File: config.mk
export PLATFORM = sky130hd
export DESIGN_NAME = sprite_blit_scheduler_flat
export DESIGN_NICKNAME = d
export VERILOG_FILES = /design/src/rtl/sprite_pkg.sv /design/src/rtl/sprite_blit_scheduler_if.sv /design/src/rtl/rr_arbiter.sv /design/src/rtl/sprite_blit_scheduler.sv /design/src/flat_wrapper.sv
export SDC_FILE = /design/constraint.sdc
export NUM_CORES = 1
export LEC_CHECK = 0
export BUFFER_PORTS_ARGS = -buffer_cell sky130_fd_sc_hd__clkbuf_2
export CAP_MARGIN = 25
export CORE_UTILIZATION = 44
export DETAILED_ROUTE_END_ITERATION = 8
export PLACE_DENSITY_LB_ADDON = 0.25
export SLEW_MARGIN = 20
export SYNTH_ARGS = -nofsm -noshare
export SYNTH_HDL_FRONTEND = slang
export SYNTH_HIERARCHICAL = 1
export SYNTH_SLANG_ARGS = --single-unit
File: constraint.sdc
create_clock -name Clk -period 3.8 [get_ports Clk]
set_input_delay 0 -clock Clk [delete_from_list [all_inputs] [get_ports Clk]]
set_output_delay 0 -clock Clk [all_outputs]
set_load 0.05 [all_outputs]
File: src/rtl/sprite_pkg.sv
// Shared types and constants for the sprite blit scheduler.
// Descriptor layout matches the sprite_table word {base, width, height}.
package sprite_pkg;

  localparam int ID_W     = 6;
  localparam int ADDR_W   = 25;
  localparam int DIM_W    = 10;
  localparam int SCREEN_W = 640;
  localparam int SCREEN_H = 480;
  localparam int CRD_W    = DIM_W + 1;

  typedef struct packed {
    logic [ADDR_W-1:0] base;
    logic [DIM_W-1:0]  width;
    logic [DIM_W-1:0]  height;
  } sprite_desc_t;

  typedef enum logic [2:0] {
    IDLE,
    LOOKUP,
    LOAD,
    RUN,
    DONE
  } blit_state_t;

  // Sums are one bit wider than DIM_W so off-screen wrap is still visible.
  function automatic logic on_screen(
    input logic [CRD_W-1:0] sx,
    input logic [CRD_W-1:0] sy
  );
    return (sx < CRD_W'(SCREEN_W)) &&
           (sy < CRD_W'(SCREEN_H));
  endfunction

endpackage

File: src/rtl/sprite_blit_scheduler_if.sv
// Request, sprite_table and pixel-read bundle of the blit scheduler.
// master is the scheduler side, slave is game logic / memory side.
interface sprite_blit_scheduler_if #(
  parameter int N_REQ = 4
);
  import sprite_pkg::*;

  logic                   frame_start;
  logic [N_REQ-1:0]       req;
  logic [N_REQ*ID_W-1:0]  req_id;
  logic [N_REQ*DIM_W-1:0] req_x;
  logic [N_REQ*DIM_W-1:0] req_y;
  logic [N_REQ-1:0]       gnt;
  logic [ID_W-1:0]        tbl_id;
  sprite_desc_t           tbl_data;
  logic                   rd_valid;
  logic                   rd_ready;
  logic [ADDR_W-1:0]      rd_addr;
  logic [DIM_W-1:0]       fb_x;
  logic [DIM_W-1:0]       fb_y;
  logic                   in_bounds;
  logic                   busy;
  logic                   done;

  modport master (
    input  frame_start, req, req_id, req_x, req_y,
    input  tbl_data, rd_ready,
    output gnt, tbl_id, rd_valid, rd_addr,
    output fb_x, fb_y, in_bounds, busy, done
  );

  modport slave (
    output frame_start, req, req_id, req_x, req_y,
    output tbl_data, rd_ready,
    input  gnt, tbl_id, rd_valid, rd_addr,
    input  fb_x, fb_y, in_bounds, busy, done
  );

endinterface

File: src/rtl/rr_arbiter.sv
// Combinational round-robin pick: first asserted request at or after ptr.
// The pointer register is owned by the caller.
module rr_arbiter #(
  parameter int N_REQ = 4,
  parameter int PTR_W = 2
) (
  input  logic [N_REQ-1:0] req,
  input  logic [PTR_W-1:0] ptr,
  output logic [N_REQ-1:0] grant,
  output logic [PTR_W-1:0] idx,
  output logic             any
);

  logic [PTR_W-1:0] cand;

  always_comb begin
    grant = '0;
    idx   = '0;
    any   = 1'b0;
    cand  = '0;
    for (int k = 0; k < N_REQ; k++) begin
      cand = PTR_W'((int'(ptr) + k) % N_REQ);
      if (!any && req[cand]) begin
        any         = 1'b1;
        grant[cand] = 1'b1;
        idx         = cand;
      end
    end
  end

endmodule

File: src/rtl/sprite_blit_scheduler.sv
// Round-robin sprite blit scheduler: grants one requester, fetches its
// descriptor and streams row-major pixel reads tagged with screen coords.
module sprite_blit_scheduler
  import sprite_pkg::*;
#(
  parameter int N_REQ = 4
) (
  input logic                      Clk,
  input logic                      Reset_n,
  sprite_blit_scheduler_if.master  bus
);

  localparam int PW = (N_REQ > 1) ? $clog2(N_REQ) : 1;

  blit_state_t       state;
  logic [PW-1:0]     rr_ptr;
  logic [PW-1:0]     win_idx;
  logic [N_REQ-1:0]  win_gnt;
  logic              win_any;

  logic [N_REQ-1:0]  gnt;
  logic [ID_W-1:0]   tbl_id;
  logic              rd_valid;
  logic [ADDR_W-1:0] rd_addr;
  logic [DIM_W-1:0]  fb_x;
  logic [DIM_W-1:0]  fb_y;
  logic              in_bounds;
  logic              busy;
  logic              done;

  logic [DIM_W-1:0]  x0;
  logic [DIM_W-1:0]  y0;
  logic [DIM_W-1:0]  wid;
  logic [DIM_W-1:0]  hgt;
  logic [DIM_W-1:0]  col;
  logic [DIM_W-1:0]  row;
  logic [DIM_W-1:0]  nxt_col;
  logic [DIM_W-1:0]  nxt_row;
  logic              last_col;
  logic              last_row;
  logic [CRD_W-1:0]  sum_x;
  logic [CRD_W-1:0]  sum_y;
  logic              abort;

  rr_arbiter #(
    .N_REQ (N_REQ),
    .PTR_W (PW)
  ) u_arb (
    .req   (bus.req),
    .ptr   (rr_ptr),
    .grant (win_gnt),
    .idx   (win_idx),
    .any   (win_any)
  );

  assign last_col = (col == wid - DIM_W'(1));
  assign last_row = (row == hgt - DIM_W'(1));
  assign nxt_col  = last_col ? '0 : col + DIM_W'(1);
  assign nxt_row  = last_col ? row + DIM_W'(1) : row;
  assign sum_x    = {1'b0, x0} + {1'b0, nxt_col};
  assign sum_y    = {1'b0, y0} + {1'b0, nxt_row};
  assign abort    = bus.frame_start && (state != IDLE);

  always_ff @(posedge Clk or negedge Reset_n) begin
    if (!Reset_n) begin
      state     <= IDLE;
      rr_ptr    <= '0;
      gnt       <= '0;
      tbl_id    <= '0;
      rd_valid  <= 1'b0;
      rd_addr   <= '0;
      fb_x      <= '0;
      fb_y      <= '0;
      in_bounds <= 1'b0;
      busy      <= 1'b0;
      done      <= 1'b0;
      x0        <= '0;
      y0        <= '0;
      wid       <= '0;
      hgt       <= '0;
      col       <= '0;
      row       <= '0;
    end else if (abort) begin
      state    <= IDLE;
      gnt      <= '0;
      rd_valid <= 1'b0;
      busy     <= 1'b0;
      done     <= 1'b0;
    end else begin
      gnt  <= '0;
      done <= 1'b0;
      unique case (state)
        IDLE: begin
          if (win_any) begin
            state  <= LOOKUP;
            busy   <= 1'b1;
            gnt    <= win_gnt;
            tbl_id <= bus.req_id[int'(win_idx)*ID_W +: ID_W];
            x0     <= bus.req_x[int'(win_idx)*DIM_W +: DIM_W];
            y0     <= bus.req_y[int'(win_idx)*DIM_W +: DIM_W];
            rr_ptr <= (win_idx == PW'(N_REQ - 1)) ?
                      '0 : win_idx + PW'(1);
          end
        end
        LOOKUP: state <= LOAD;
        LOAD: begin
          wid       <= bus.tbl_data.width;
          hgt       <= bus.tbl_data.height;
          rd_addr   <= bus.tbl_data.base;
          col       <= '0;
          row       <= '0;
          fb_x      <= x0;
          fb_y      <= y0;
          in_bounds <= on_screen({1'b0, x0}, {1'b0, y0});
          if (bus.tbl_data.width == '0 ||
              bus.tbl_data.height == '0) begin
            state <= DONE;
            done  <= 1'b1;
          end else begin
            state    <= RUN;
            rd_valid <= 1'b1;
          end
        end
        RUN: begin
          if (bus.rd_ready) begin
            rd_addr   <= rd_addr + ADDR_W'(1);
            col       <= nxt_col;
            row       <= nxt_row;
            fb_x      <= sum_x[DIM_W-1:0];
            fb_y      <= sum_y[DIM_W-1:0];
            in_bounds <= on_screen(sum_x, sum_y);
            if (last_col && last_row) begin
              state    <= DONE;
              rd_valid <= 1'b0;
              done     <= 1'b1;
            end
          end
        end
        DONE: begin
          state <= IDLE;
          busy  <= 1'b0;
        end
        default: state <= IDLE;
      endcase
    end
  end

  assign bus.gnt       = gnt;
  assign bus.tbl_id    = tbl_id;
  assign bus.rd_valid  = rd_valid;
  assign bus.rd_addr   = rd_addr;
  assign bus.fb_x      = fb_x;
  assign bus.fb_y      = fb_y;
  assign bus.in_bounds = in_bounds;
  assign bus.busy      = busy;
  assign bus.done      = done;

endmodule

File: src/flat_wrapper.sv
// flat-port wrapper written by rule: the top's interface ports become plain ports
module sprite_blit_scheduler_flat import sprite_pkg::*;
#(
  parameter int N_REQ = 4
)
  (Clk, Reset_n, bus_frame_start, bus_req, bus_req_id, bus_req_x, bus_req_y, bus_tbl_data, bus_rd_ready, bus_gnt, bus_tbl_id, bus_rd_valid, bus_rd_addr, bus_fb_x, bus_fb_y, bus_in_bounds, bus_busy, bus_done);
  sprite_blit_scheduler_if #(.N_REQ(N_REQ)) bus_i ();
  input logic Clk;
  input logic Reset_n;
  input wire logic [$bits(bus_i.frame_start)-1:0] bus_frame_start;
  input wire logic [$bits(bus_i.req)-1:0] bus_req;
  input wire logic [$bits(bus_i.req_id)-1:0] bus_req_id;
  input wire logic [$bits(bus_i.req_x)-1:0] bus_req_x;
  input wire logic [$bits(bus_i.req_y)-1:0] bus_req_y;
  input wire logic [$bits(bus_i.tbl_data)-1:0] bus_tbl_data;
  input wire logic [$bits(bus_i.rd_ready)-1:0] bus_rd_ready;
  output wire logic [$bits(bus_i.gnt)-1:0] bus_gnt;
  output wire logic [$bits(bus_i.tbl_id)-1:0] bus_tbl_id;
  output wire logic [$bits(bus_i.rd_valid)-1:0] bus_rd_valid;
  output wire logic [$bits(bus_i.rd_addr)-1:0] bus_rd_addr;
  output wire logic [$bits(bus_i.fb_x)-1:0] bus_fb_x;
  output wire logic [$bits(bus_i.fb_y)-1:0] bus_fb_y;
  output wire logic [$bits(bus_i.in_bounds)-1:0] bus_in_bounds;
  output wire logic [$bits(bus_i.busy)-1:0] bus_busy;
  output wire logic [$bits(bus_i.done)-1:0] bus_done;
  assign bus_i.frame_start = bus_frame_start;
  assign bus_i.req = bus_req;
  assign bus_i.req_id = bus_req_id;
  assign bus_i.req_x = bus_req_x;
  assign bus_i.req_y = bus_req_y;
  assign bus_i.tbl_data = bus_tbl_data;
  assign bus_i.rd_ready = bus_rd_ready;
  assign bus_gnt = bus_i.gnt;
  assign bus_tbl_id = bus_i.tbl_id;
  assign bus_rd_valid = bus_i.rd_valid;
  assign bus_rd_addr = bus_i.rd_addr;
  assign bus_fb_x = bus_i.fb_x;
  assign bus_fb_y = bus_i.fb_y;
  assign bus_in_bounds = bus_i.in_bounds;
  assign bus_busy = bus_i.busy;
  assign bus_done = bus_i.done;
  sprite_blit_scheduler #(.N_REQ(N_REQ)) u_core (.Clk(Clk), .Reset_n(Reset_n), .bus(bus_i));
endmodule
# Yosys cells after proc, flatten, opt, wreduce, memory -nomap -nowiden
# Index checks and enable logic that the tools add are counted.
# word_totals
reg_bits,124
inputBits,157
output_inout_bits,59
word_cells,154
# op_classes
n_addsub,11
n_mul,2
n_lt_le_gt_ge,12
eq_ne,12
shifts,3
mux,65
bitwise,4
reduce_logical,28
# op_table
op,count
$pmux 10 s2,4
$shiftx 40x32->10,2
$mux 10,6
$pmux 25 s2,1
$shiftx 24x32->6,1
$mux 4,7
$add 25x1->25 const B,1
$mux 25,1
$mux 1,23
$add 10x10->11,2
$add 10x1->10 const B,2
$eq 10x10->1,2
$logic_not 10->1,2
$sub 10x1->10 const B,2
$mux 3,5
$lt 2x3->1 const B,4
$or 4x4->4,3
$pmux 3 s4,1
$logic_and 1x1->1,11
$lt 11x10->1 const B,1
$lt 11x9->1 const B,1
$lt 10x10->1 const B,1
$lt 10x9->1 const B,1
$mux 2,5
other kinds (24),48

# Logic depth before layout (Yosys ltp)
# Gate-level depths: netlist (run 1).
# depth
ltp_word,15
ltp_mapped,19
ltp_nobuf,17

# Cells and area by module
# The synthesis (run 1) kept the hierarchy.
# modules_own_cells
mod,n_inst,cells_per_inst,area_per_inst_um2,seq_area_each_um2
sprite_blit_scheduler,1,852,8156.6,3103.0
rr_arbiter,1,45,421.7,0.0

# Worst setup path before layout (run 1)
# OpenSTA, ideal clock, no wires.
# synth_timing
kind,reg-to-reg
start,reg u_core.wid[0]
end,"reg u_core.in_bounds, in the netlist u_core/bus.in_bounds"
setup_time_ns,0.129
t_arrival_ns,3.966
required_ns,3.671
setup_slack_ns,-0.295
stages_incl_launch_ff,19
n_path_buf,2
synth_period_minus_slack_ns,4.095
path_cell_list,dfrtp_1 > or4_4 > or3_4 > a2111oi_4 > nand3_2 > nor2_4 > buf_6 > buf_4 > xor2_1 > ha_1 > inv_1 > fa_1 > nand2b_1 > a21oi_1 > a211oi_1 > o21ai_0 > a21oi_1 > o211ai_1 > o31ai_1
# synth_via
elab_chain_cells,8
word_cells_on_any_way,11
cone_classes,add/sub (3); order compare (2); eq/ne (1); mux (4); reduce/logical (1)
# synth_lines
element,line,source
start: declaration,sprite_blit_scheduler.sv:33,logic [DIM_W-1:0] wid;
start signal: assignment,sprite_blit_scheduler.sv:107,wid <= bus.tbl_data.width;
$sub 10x1->10 *,sprite_blit_scheduler.sv:56,assign last_col = (col == wid - DIM_W'(1));
$eq 10x10->1 *,sprite_blit_scheduler.sv:56,
"$mux 10, on equally long branches","sprite_blit_scheduler.sv:58, sprite_blit_scheduler.sv:59",
"$add 10x10->11, on equally long branches","sprite_blit_scheduler.sv:60, sprite_blit_scheduler.sv:61",
$lt 11x10->1 / $lt 11x9->1 (equally long branches),"sprite_pkg.sv:31, sprite_pkg.sv:32",
$logic_and 1x1->1 *,sprite_pkg.sv:31,return (sx < CRD_W'(SCREEN_W)) &&
$mux 1 *,sprite_blit_scheduler.sv:125,if (bus.rd_ready) begin
$pmux 1 s2 *,sprite_blit_scheduler.sv:92,unique case (state)
end signal: assignment,sprite_blit_scheduler.sv:114,"in_bounds <= on_screen({1'b0, x0}, {1'b0, y0});"
end signal: assignment,sprite_blit_scheduler.sv:131,"in_bounds <= on_screen(sum_x, sum_y);"
end: declaration,sprite_blit_scheduler.sv:27,logic in_bounds;
# Mark *: on every way between the ends. The rest lies on a longest branch, timed or not. The select of a mux whose other input is x is not followed.
# A chain may end at the register's enable or synchronous reset.

# Worst setup path in the final report (run 1)
# layout_timing
start,reg u_core.wid[1]
end,"reg u_core.in_bounds, in the netlist u_core/bus.in_bounds"
# The elaborated chain is that of the path after synthesis.

==> insert_results.sql, run 1 <==
INSERT INTO impl_metrics (metric_group, metric, value, unit) VALUES
('worst_setup_path', 'timing.critical_path.depth', '15', ''),
('layout', 'design.final.nets', '1379', ''),
('route', 'detail_route.drc_violations', '0', ''),
('cts', 'root_buffer', 'sky130_fd_sc_hd__clkbuf_16', ''),
('status', 'run_status', 'complete, but fails checks', ''),
('logic_synthesis', 'ys_dominant_reg_cell', 'sky130_fd_sc_hd__dfrtp_1', ''),
('place', 'placement.cell_area', '0.01019', 'sq mm'),
('power', 'powerDensity', '857.8', 'mW/mm^2'),
('logic_synthesis', 'synth.area.top_cells', 'sky130_fd_sc_hd__dfrtp_1 36%, sky130_fd_sc_hd__mux4_2 7.4%, sky130_fd_sc_hd__mux2_2 5.9%', ''),
('layout', 'largest_register', 'u_core/bus.rd_addr', ''),
('power', 'power_leakage', '5.235', 'nW'),
('cts', 'cts_buffers', '17', ''),
('layout', 'largest_register_ffs', '25', ''),
('worst_setup_path', 'worstSetupStartpointType', 'flop', ''),
('worst_setup_path', 'worst-path-max-fanout', '3', ''),
('route', 'vias', '8218', ''),
('worst_setup_path', 'critical-path-top-delay-family', 'simple AND/OR/NAND/NOR gates', ''),
('die', 'core_area', '0.01889', 'sq mm'),
('layout', 'final_layout_size_suffix_gt1_share', '37.69', '%'),
('min_path', 'timing.hold.worst.class', 'input pin to flop', ''),
('place', 'gp_congestion', '0.9005', ''),
('grt', 'overflow_left_after_global_routing', '0', ''),
('place', 'dp_hpwl', '17890', 'um'),
('cts', 'clkLatencyLatePin', '0.43', 'ns'),
('power', 'worst_vdd_drop', '0.7433', 'mV'),
('grt', 'antenna_found_initial', '4', ''),
('route', 'routed_via_density', '5.606', ''),
('worst_setup_path', 'setup.worst_path.end_class', 'flop', ''),
('logic_synthesis', 'most_frequent_cells_after_synthesis', '124 x sky130_fd_sc_hd__dfrtp_1, 91 x sky130_fd_sc_hd__nor2_1, 73 x sky130_fd_sc_hd__a21oi_1', ''),
('logic_synthesis', 'synth-seq-area-share', '36.17', '%'),
('die', 'start_util', '45.40', '%'),
('sta', 'rsz0062_at_grt', 'yes', ''),
('grt', 'grt_pass1_vias', '7987', ''),
('sta', 'min_period', '3.935', 'ns'),
('route', 'first_pass_iters', '5', ''),
('logic_synthesis', 'synth.cell_area', '0.008578', 'sq mm'),
('logic_synthesis', 'post_synth_inst_count', '897', ''),
('worst_setup_path', 'register_to_register_path_setup_slack', '-0.13', 'ns'),
('sta', 'total_count_of_hold_check_failures_in_the_final_report', '0', ''),
('worst_setup_path', 'crit_path_cell_trace', 'or4_4, or3_4, a2111oi_4, nand3_2, nor2_4, buf_4, mux2_4, ha_4, a211o_1, o211ai_1, a21oi_2, xnor2_2, nand4bb_1, o211ai_1, o31ai_1', ''),
('cts', 'level_count_of_the_clock_h_tree', '4', ''),
('status', 'violations', 'negative setup slack', ''),
('logic_synthesis', 'netlist.area_leader.share', '36.17', '%'),
('grt', 'grt_util_all_layers', '25.55', '%'),
('logic_synthesis', 'number_of_enable_flip_flop_cells_after_synthesis', '0', ''),
('route', 'postRouteWirelength', '25220', 'um'),
('min_path', 'worst_hold_path.num_cells', '4', ''),
('cts', 'max-clock-path-buffers', '2', ''),
('worst_setup_path', 'critical-path-max-stage-delay', '0.54', 'ns'),
('logic_synthesis', 'synth_cell_types', '79', ''),
('worst_setup_path', 'path_common_cell', 'sky130_fd_sc_hd__o211ai_1', ''),
('cts', 'tritoncts', 'yes', ''),
('logic_synthesis', 'mappedNetlistNets', '1087', ''),
('worst_setup_path', 'reg2reg_from', 'u_core/wid[1]', ''),
('die', 'die_area', '0.02006', 'sq mm'),
('grt', 'grt_first_pass_wirelength', '40150', 'um'),
('die', 'die_width', '141.6', 'um'),
('worst_setup_path', 'worstSetupStartpoint', 'u_core/wid[1]', ''),
('min_path', 'hold_startpoint', 'bus_tbl_data[43]', ''),
('cts', 'numClockSinks', '124', ''),
('sta', 'clock_skew', '0.009330', 'ns'),
('layout', 'final_core_util', '61.48', '%'),
('worst_setup_path', 'worstRegToRegCells', '15', ''),
('sta', 'report.final.setup_viol', '7', ''),
('logic_synthesis', 'synth-seq-cells', '124', ''),
('layout', 'area_delta_synth_final', '35.40', '%'),
('sta', 'setup_slack', '-0.1348', 'ns'),
('logic_synthesis', 'warnings_synthesis', '6', ''),
('worst_setup_path', 'crit_arrival', '4.27', 'ns'),
('logic_synthesis', 'synthArstFlopShare', '100.0', '%'),
('worst_setup_path', 'crit_slowest_cell', 'sky130_fd_sc_hd__or4_4', '');
path summary, 6_finish.rpt:
check / endpoint
hold / removal: u_core/bus.rd_addr[23]
min in group asynchronous: u_core/bus.rd_addr[15]
max in group asynchronous: u_core/bus.tbl_id[5]
setup / recovery: u_core/bus.in_bounds
hold reg to reg: u_core/bus.fb_y[1]
setup reg to reg: u_core/bus.in_bounds
routing by layer:
metal | track usage [%] | vias up | wire length [um]
li1 | - | 3919 | -
met1 | 33.25 | 3974 | 11030
met2 | 40.91 | 278 | 12040
met3 | 4.792 | 47 | 1348
met4 | 12.68 | 0 | 802
met5 | 0 | - | 0
kinds of logic after synthesis:
logic type	after synthesis	synth area share (%)
AO/OA/AOI/OAI	242	17.94
XOR/XNOR	50	5.105
adder cells (fa/ha/maj)	33	4.988
buffers and inverters	68	3.398
flip-flops	124	36.17
multiplexers	82	14.70
AND/OR/NAND/NOR	298	17.69
cell usage in the layout (no fill, tap or decap), types with 7 or more instances in the layout:
master / synthesis / layout
sky130_fd_sc_hd__o22ai_1: 10 / 10
sky130_fd_sc_hd__nor3_1: 9 / 9
sky130_fd_sc_hd__xnor2_1: 33 / 29
sky130_fd_sc_hd__a22oi_1: 8 / 8
sky130_fd_sc_hd__o21ai_1: 2 / 8
sky130_fd_sc_hd__and2_1: 8 / 7
sky130_fd_sc_hd__ha_1: 31 / 25
sky130_fd_sc_hd__inv_1: 16 / 13
sky130_fd_sc_hd__nand2_1: 69 / 66
sky130_fd_sc_hd__a31oi_1: 23 / 23
sky130_fd_sc_hd__buf_4: 1 / 58
sky130_fd_sc_hd__dlygate4sd3_1: 0 / 46
sky130_fd_sc_hd__nand2b_1: 8 / 7
sky130_fd_sc_hd__nor2_1: 91 / 85
sky130_fd_sc_hd__and3_1: 20 / 19
sky130_fd_sc_hd__mux2_2: 45 / 45
sky130_fd_sc_hd__clkbuf_16: 0 / 17
sky130_fd_sc_hd__a22o_1: 10 / 10
sky130_fd_sc_hd__dfrtp_1: 124 / 124
sky130_fd_sc_hd__a21oi_2: 1 / 11
sky130_fd_sc_hd__xor2_1: 17 / 15
sky130_fd_sc_hd__clkbuf_2: 0 / 214
sky130_fd_sc_hd__a21oi_1: 73 / 63
sky130_fd_sc_hd__mux4_2: 28 / 28
sky130_fd_sc_hd__o31ai_1: 15 / 14
sky130_fd_sc_hd__nand4_1: 9 / 9
sky130_fd_sc_hd__nor2b_1: 17 / 16
sky130_fd_sc_hd__o21ai_0: 55 / 46
sky130_fd_sc_hd__o211ai_1: 9 / 9
sky130_fd_sc_hd__nand3_1: 22 / 21
tightest hold or removal path, cell delays in order:
cell	delay, ns
sky130_fd_sc_hd__clkbuf_2	0.09
sky130_fd_sc_hd__nor2_1	0.04
sky130_fd_sc_hd__a31oi_1	0.14
sky130_fd_sc_hd__o22a_1	0.14
stage by stage:
stage,setup TNS [ns],instances,total power [W],setup WS (ns),hold slack [ns]
finish,-0.3803,1466,0.009964,-0.1348,0.01078
global route,-1.843,1466,0.01062,-0.2641,0.01642
floorplan,-0.2007,897,0.006583,-0.1214,-0.2956
detailed placement,-0.3594,1366,0.008026,-0.1074,0.1422
CTS,-0.2624,1450,0.009769,-0.09624,0.002812
global placement,-0.1105,1366,0.007953,-0.05760,0.1320
area by class of cell:
class                      instances  area [sq um]
antenna                            4         10.01
clock buffer                      18         439.2
clock inverter                    14         146.4
fill                            1602          7278
inverter                          16         60.06
multi-input combinational        705          5455
sequential                       124          3103
tap                              260         325.3
timing repair buffer             325          2076
power breakdown:
group	internal, W	total, W	switching, W
registers	0.00189	0.00254	0.000649
clock network	0.000980	0.00163	0.000649
logic	0.00247	0.00580	0.00333
total	0.00534	0.00996	0.00462
timing repair:
action	4_1_cts	5_1_grt
setup buffers	6	13
hold buffers	46	0
endpoints found under the hold margin	108	0
pin swaps	6	29
resized for setup	14	45
endpoints found under the setup margin	6	13
(Power assumes the default switching activity.)
==> inputs of run 2 (changes only) <==
--- a/config.mk
+++ b/config.mk
@@ -9,6 +9,7 @@
 export CAP_MARGIN = 25
 export CORE_UTILIZATION = 44
 export DETAILED_ROUTE_END_ITERATION = 8
+export MAX_ROUTING_LAYER = met4
 export PLACE_DENSITY_LB_ADDON = 0.25
 export SLEW_MARGIN = 20
 export SYNTH_ARGS = -nofsm -noshare
==> constraint.sdc (replaced) <==
create_clock -name Clk -period 3.15 [get_ports Clk]
set_input_delay 0 -clock Clk [delete_from_list [all_inputs] [get_ports Clk]]
set_output_delay 0 -clock Clk [all_outputs]
set_load 0.05 [all_outputs]
==> insert_results.sql, run 2 (same netlist as run 1, synthesis figures left out) <==
INSERT INTO impl_metrics (metric_group, metric, value, unit) VALUES
('worst_setup_path', 'worst-path-max-fanout', '7', ''),
('layout', 'final_common_cell', 'sky130_fd_sc_hd__clkbuf_2', ''),
('worst_setup_path', 'critical-path-top-delay-family', 'compound AO/OA/AOI/OAI gates', ''),
('layout', 'final_layout_size_suffix_gt1_share', '41.21', '%'),
('place', 'io_buffer_count', '215', ''),
('layout', 'final_cells', '1512', ''),
('die', 'die_height', '141.6', 'um'),
('grt', 'overflow_left_after_global_routing', '0', ''),
('layout', 'layout_common_cells', '214 x sky130_fd_sc_hd__clkbuf_2, 124 x sky130_fd_sc_hd__dfrtp_1, 92 x sky130_fd_sc_hd__buf_4', ''),
('worst_setup_path', 'reg2reg_from', 'u_core/wid[1]', ''),
('layout', 'design.final.nets', '1430', ''),
('sta', 'setup_tns', '-9.093', 'ns'),
('worst_setup_path', 'worstSetupStartpoint', 'u_core/wid[1]', ''),
('worst_setup_path', 'crit_path_cell_trace', 'or4_4, or3_4, a2111oi_4, nand3_2, nor2_4, buf_6, nand2_2, xnor2_2, ha_1, o211ai_1, a21oi_4, a211oi_4, o21ai_2, a21oi_1, o211ai_1, o31ai_1', ''),
('route', 'routed_via_density', '5.588', ''),
('place', 'gp_congestion', '0.8664', ''),
('sta', 'max_slew_margin', '50.16', '%'),
('grt', 'antenna_found_initial', '0', ''),
('layout', 'area_delta_synth_final', '42.28', '%'),
('sta', 'min_period', '3.884', 'ns'),
('die', 'io_pins', '216', ''),
('cts', 'level_count_of_the_clock_h_tree', '4', ''),
('worst_setup_path', 'worstSetupStartpointType', 'flop', ''),
('layout', 'largest_register_ffs', '25', ''),
('sta', 'rsz0062_at_grt', 'yes', ''),
('power', 'post-layout-total-power', '0.01271', 'W'),
('route', 'ant_nets', '0', ''),
('worst_setup_path', 'timing.setup.critical_path_class', 'flop to flop', ''),
('die', 'die_area', '0.02006', 'sq mm'),
('sta', 'clock_skew', '0.01066', 'ns'),
('place', 'placed_cells', '1413', ''),
('die', 'die_width', '141.6', 'um'),
('sta', 'tightest_slew', '0.7476', 'ns'),
('sta', 'total_count_of_hold_check_failures_in_the_final_report', '0', ''),
('sta', 'fmax', '0.2575', 'GHz'),
('route', 'detail_route.drc_violations', '0', ''),
('worst_setup_path', 'crit_slowest_cell', 'sky130_fd_sc_hd__or4_4', ''),
('layout', 'antenna_cells_inserted', '0', ''),
('worst_setup_path', 'setup.worst_path.end_class', 'flop', ''),
('cts', 'cts_buffers', '17', ''),
('route', 'vias', '8449', ''),
('worst_setup_path', 'cp_data_required_time', '3.47', 'ns'),
('cts', 'path_clk_slew', '0.06', 'ns'),
('grt', 'grt_pass1_vias', '8064', ''),
('cts', 'clkLatencyLatePin', '0.42', 'ns'),
('layout', 'largest_register', 'u_core/bus.rd_addr', ''),
('worst_setup_path', 'path_common_cell', 'sky130_fd_sc_hd__o211ai_1', ''),
('route', 'wire_per_inst', '16.46', 'um'),
('die', 'core_area', '0.01889', 'sq mm'),
('cts', 'tritoncts', 'yes', ''),
('die', 'fp-row-count', '50', ''),
('route', 'postRouteWirelength', '24880', 'um'),
('layout', 'final_core_util', '64.60', '%'),
('layout', 'fillerInstances', '1581', ''),
('grt', 'grt_start_max_net_pins', '68', ''),
('grt', 'grt_first_pass_wirelength', '38980', 'um'),
('power', 'worst_vdd_drop', '1.091', 'mV'),
('grt', 'grt_util_all_layers', '25.10', '%'),
('sta', 'report.final.setup_viol', '18', ''),
('die', 'start_util', '45.40', '%'),
('sta', 'timing_max_transition_violations_final', '0', ''),
('status', 'run_status', 'complete, but fails checks', ''),
('power', 'power_leakage', '5.556', 'nW'),
('worst_setup_path', 'worstPathBufferInverterCount', '1', ''),
('min_path', 'hold_startpoint', 'bus_req_id[18]', ''),
('sta', 'setup_slack', '-0.7338', 'ns'),
('worst_setup_path', 'crit_arrival', '4.21', 'ns'),
('min_path', 'timing.hold.worst.class', 'input pin to flop', ''),
('worst_setup_path', 'critical-path-max-stage-delay', '0.53', 'ns'),
('run', 'number_of_maximum_capacitance_violations', '0', ''),
('status', 'violations', 'negative setup slack', ''),
('place', 'dp_hpwl', '17010', 'um'),
('power', 'powerDensity', '1041', 'mW/mm^2'),
('place', 'pre_cts_slack', '-0.7326', 'ns'),
('route', 'first_pass_iters', '6', ''),
('route', 'iteration_0_drc_count_of_the_detailed_router', '340', ''),
('cts', 'root_buffer', 'sky130_fd_sc_hd__clkbuf_16', ''),
('cts', 'max-clock-path-buffers', '2', ''),
('sta', 'timing.final.crit_share', '123.3', '%'),
('cts', 'numClockSinks', '124', '');
## run 2: cell count changes in the layout (fill, tap and decap cells not counted), sizes merged
cell / change
clkinvlp: -3
dlygate4sd3: +1
bufinv: +1
diode: -4
inv: -1
clkbuf: +3
buf: +49
## run 2: cell type report
cell class	count	area, sq um	area share [%]
clock inverter	11	145.1	1.189
tap	260	325.3	2.665
clock buffer	20	446.7	3.660
multi-input combinational	705	5574	45.67
sequential	124	3103	25.42
timing repair buffer	376	2549	20.88
inverter	16	62.56	0.5126
## run 2: tightest hold or removal path, delay by kind of cell
| family | cells | cell delay [ns] |
|---|---|---|
| buffers and inverters | 1 | 0.07 |
| multiplexers | 2 | 0.34 |
## run 2: layer usage
metal	global-route usage, %	vias up	wire length (um)
met3	4.387	35	1114
met5	-	-	0
li1	-	4021	-
met2	43.14	275	12810
met4	6.678	0	398
met1	30.40	4118	10560
## run 2: stage by stage
stage                     hold WS (ns)  cell area, sq um
after detailed placement        0.1150             10590
final                          0.02872             12210
after CTS                     0.009843             11920
after floorplan                -0.2956              8665
after global placement          0.1119             10590
after global routing           0.01475             12210
## run 2: worst paths after layout
path | end | slack [ns] | cells after the start
max in group asynchronous | u_core/hgt[8] | 2.11 | 3
worst min-delay path | u_core/bus.tbl_id[0] | 0.03 | 3
min in group asynchronous | u_core/bus.fb_x[3] | 0.19 | 2
worst min register to register | u_core/bus.fb_x[3] | 0.48 | 2
worst max-delay path | u_core/bus.in_bounds | -0.73 | 16
worst max register to register | u_core/bus.in_bounds | -0.73 | 16
## run 2: what timing repair did
item                                    CTS  global route
buffers inserted                         14             7
hold buffers                             47             0
endpoints found under the setup margin   18            51
resized for setup                        40            44
gates cloned                              0             2
hold endpoints to repair                108             0
pin swaps                                28            24
## run 2: power breakdown
group,total [W],switching [W],leakage (nW),internal (W)
clock network,0.00199,0.000730,0.282,0.00126
logic,0.00770,0.00428,3.77,0.00343
registers,0.00301,0.000738,1.50,0.00228
==> inputs of run 3 (changes only) <==
--- a/config.mk
+++ b/config.mk
@@ -11,6 +11,7 @@
 export DETAILED_ROUTE_END_ITERATION = 8
 export MAX_ROUTING_LAYER = met4
 export PLACE_DENSITY_LB_ADDON = 0.25
+export SETUP_SLACK_MARGIN = 0.1
 export SLEW_MARGIN = 20
 export SYNTH_ARGS = -nofsm -noshare
 export SYNTH_HDL_FRONTEND = slang
==> insert_results.sql, run 3 (same netlist as run 1, synthesis figures left out) <==
INSERT INTO impl_metrics (metric_group, metric, value, unit) VALUES
('status', 'run_status', 'complete, but fails checks', ''),
('status', 'violations', 'negative setup slack', ''),
('cts', 'clkLatencyLatePin', '0.42', 'ns'),
('layout', 'final_common_cell', 'sky130_fd_sc_hd__clkbuf_2', ''),
('worst_setup_path', 'crit_path_cell_trace', 'or4_4, or3_4, a2111oi_4, nand3_2, nor2_4, buf_4, mux2_4, ha_4, a211o_1, o211ai_1, buf_4, o21ba_4, xnor2_2, nand4bb_1, o211ai_1, o31ai_1', ''),
('route', 'routed_via_density', '5.456', ''),
('place', 'placement.cell_area', '0.01064', 'sq mm'),
('die', 'io_pins', '216', ''),
('sta', 'min_period', '3.867', 'ns'),
('die', 'die_area', '0.02006', 'sq mm'),
('cts', 'level_count_of_the_clock_h_tree', '4', ''),
('cts', 'path_clk_slew', '0.05', 'ns'),
('grt', 'grt_pass1_vias', '8038', ''),
('layout', 'design.final.nets', '1425', ''),
('worst_setup_path', 'crit_slowest_cell', 'sky130_fd_sc_hd__or4_4', ''),
('place', 'gp_congestion', '0.8987', ''),
('sta', 'clock_skew', '0.004673', 'ns'),
('worst_setup_path', 'setup.worst_path.end_class', 'flop', ''),
('die', 'core_area', '0.01889', 'sq mm'),
('sta', 'max_slew_margin', '50.54', '%'),
('grt', 'grt_first_pass_wirelength', '39300', 'um'),
('route', 'detail_route.drc_violations', '0', ''),
('cts', 'max-clock-path-buffers', '2', ''),
('layout', 'final_core_util', '62.84', '%'),
('run', 'number_of_maximum_capacitance_violations', '0', ''),
('layout', 'layout_common_cells', '214 x sky130_fd_sc_hd__clkbuf_2, 122 x sky130_fd_sc_hd__dfrtp_1, 104 x sky130_fd_sc_hd__buf_4', ''),
('place', 'placed_cells', '1420', ''),
('die', 'fp-row-count', '50', ''),
('sta', 'fmax', '0.2586', 'GHz'),
('sta', 'tightest_slew', '0.7419', 'ns'),
('power', 'powerDensity', '1027', 'mW/mm^2'),
('die', 'start_util', '45.40', '%'),
('die', 'die_height', '141.6', 'um'),
('place', 'io_buffer_count', '215', ''),
('route', 'ant_nets', '0', ''),
('sta', 'timing.final.crit_share', '122.8', '%'),
('power', 'post-layout-total-power', '0.01219', 'W'),
('sta', 'setup_slack', '-0.7171', 'ns'),
('grt', 'grt_util_all_layers', '25.42', '%'),
('cts', 'tritoncts', 'yes', ''),
('grt', 'grt_start_max_net_pins', '59', ''),
('layout', 'largest_register', 'u_core/bus.rd_addr', ''),
('power', 'worst_vdd_drop', '1.019', 'mV'),
('sta', 'report.final.setup_viol', '18', ''),
('worst_setup_path', 'worst-path-max-fanout', '3', ''),
('layout', 'final_layout_size_suffix_gt1_share', '38.73', '%'),
('layout', 'antenna_cells_inserted', '0', ''),
('min_path', 'timing.hold.worst.class', 'input pin to flop', ''),
('grt', 'antenna_found_initial', '0', ''),
('worst_setup_path', 'timing.setup.critical_path_class', 'flop to flop', ''),
('route', 'iteration_0_drc_count_of_the_detailed_router', '455', ''),
('layout', 'largest_register_ffs', '25', ''),
('die', 'die_width', '141.6', 'um'),
('place', 'dp_hpwl', '17320', 'um'),
('route', 'vias', '8222', ''),
('cts', 'numClockSinks', '124', ''),
('route', 'first_pass_iters', '5', ''),
('worst_setup_path', 'cp_data_required_time', '3.48', 'ns'),
('worst_setup_path', 'critical-path-max-stage-delay', '0.53', 'ns'),
('grt', 'overflow_left_after_global_routing', '0', ''),
('sta', 'timing_max_transition_violations_final', '0', ''),
('layout', 'finalInstanceArea', '0.01187', 'sq mm'),
('sta', 'total_count_of_hold_check_failures_in_the_final_report', '0', ''),
('worst_setup_path', 'crit_arrival', '4.19', 'ns'),
('route', 'wire_per_inst', '15.82', 'um'),
('layout', 'final_cells', '1507', ''),
('cts', 'cts_buffers', '17', ''),
('worst_setup_path', 'worstSetupStartpointType', 'flop', ''),
('power', 'power_leakage', '5.445', 'nW'),
('cts', 'root_buffer', 'sky130_fd_sc_hd__clkbuf_16', ''),
('sta', 'rsz0062_at_grt', 'yes', ''),
('route', 'postRouteWirelength', '23850', 'um'),
('layout', 'area_delta_synth_final', '38.40', '%');
==> run 3: cell types whose count changed in the layout (fill, tap and decap cells not counted), moves of 3 or more <==
cell,before,now
sky130_fd_sc_hd__a21oi_1,60,67
sky130_fd_sc_hd__a21oi_2,10,6
sky130_fd_sc_hd__a21oi_4,4,1
sky130_fd_sc_hd__buf_4,92,104
sky130_fd_sc_hd__buf_6,17,2
sky130_fd_sc_hd__ha_4,6,3
sky130_fd_sc_hd__nand2_2,8,5
sky130_fd_sc_hd__nor2_1,83,89
sky130_fd_sc_hd__nor2_2,6,2
sky130_fd_sc_hd__xnor2_1,26,32
sky130_fd_sc_hd__xnor2_2,6,1
==> run 3: worst paths after layout <==
check | endpoint | from | cells past startpoint | slack, ns
max | u_core/bus.in_bounds | u_core/wid[1] | 16 | -0.72
min | u_core/bus.tbl_id[0] | bus_req_id[12] | 3 | 0.03
max reg2reg | u_core/bus.in_bounds | u_core/wid[1] | 16 | -0.72
min reg2reg | u_core/bus.fb_x[5] | u_core/bus.fb_x[5] | 2 | 0.48
max in group asynchronous | u_core/state[0] | Reset_n | 3 | 2.21
min in group asynchronous | u_core/bus.rd_addr[3] | Reset_n | 2 | 0.17
==> run 3: final cells by class <==
| class | instances | area (sq um) |
|---|---|---|
| fill | 1641 | 7020 |
| multi-input combinational | 705 | 5394 |
| sequential | 124 | 3105 |
| timing repair buffer | 371 | 2425 |
| clock buffer | 23 | 467.9 |
| tap | 260 | 325.3 |
| clock inverter | 8 | 92.59 |
| inverter | 16 | 62.56 |
==> run 3: timing repair <==
action,4_1_cts,5_1_grt
setup endpoints to repair,19,35
gates resized for setup,19,8
hold buffers,47,0
buffers inserted,5,4
pin swaps,14,6
endpoints found under the hold margin,99,0
==> run 3: metrics by stage <==
step           hold slack [ns]  setup TNS (ns)  worst slack (ns)
3_3_place_gp           0.07055          -8.538           -0.6942
5_1_grt                0.02140          -12.14           -0.8946
6_report               0.02671          -8.915           -0.7171
3_5_place_dp           0.07819          -9.213           -0.7267
4_1_cts                0.01233          -8.688           -0.6967
2_1_floorplan          -0.2956          -7.858           -0.7595
==> run 3: where the power goes <==
group,switching (W),leakage [nW],internal (W)
combinational,0.00404,3.67,0.00321
sequential,0.000762,1.50,0.00228
clock,0.000705,0.277,0.00119
==> run 3: worst max-delay path: cells and delay by family, from the launching register on <==
family | cells | cell delay (ns)
flops | 1 | 0.37
buf+inv | 2 | 0.31
xor+xnor | 1 | 0.08
simple gates | 5 | 1.32
mux | 1 | 0.31
fa+ha+maj | 1 | 0.22
compound gates | 6 | 1.18
==> run 3: layer usage <==
metal | track usage (%) | up-vias | part of all wire, %
met5 | - | - | 0
met4 | 7.980 | 0 | 1.6
met3 | 5.062 | 39 | 4.9
met2 | 42.83 | 238 | 50
met1 | 30.66 | 3937 | 43
li1 | - | 4008 | -
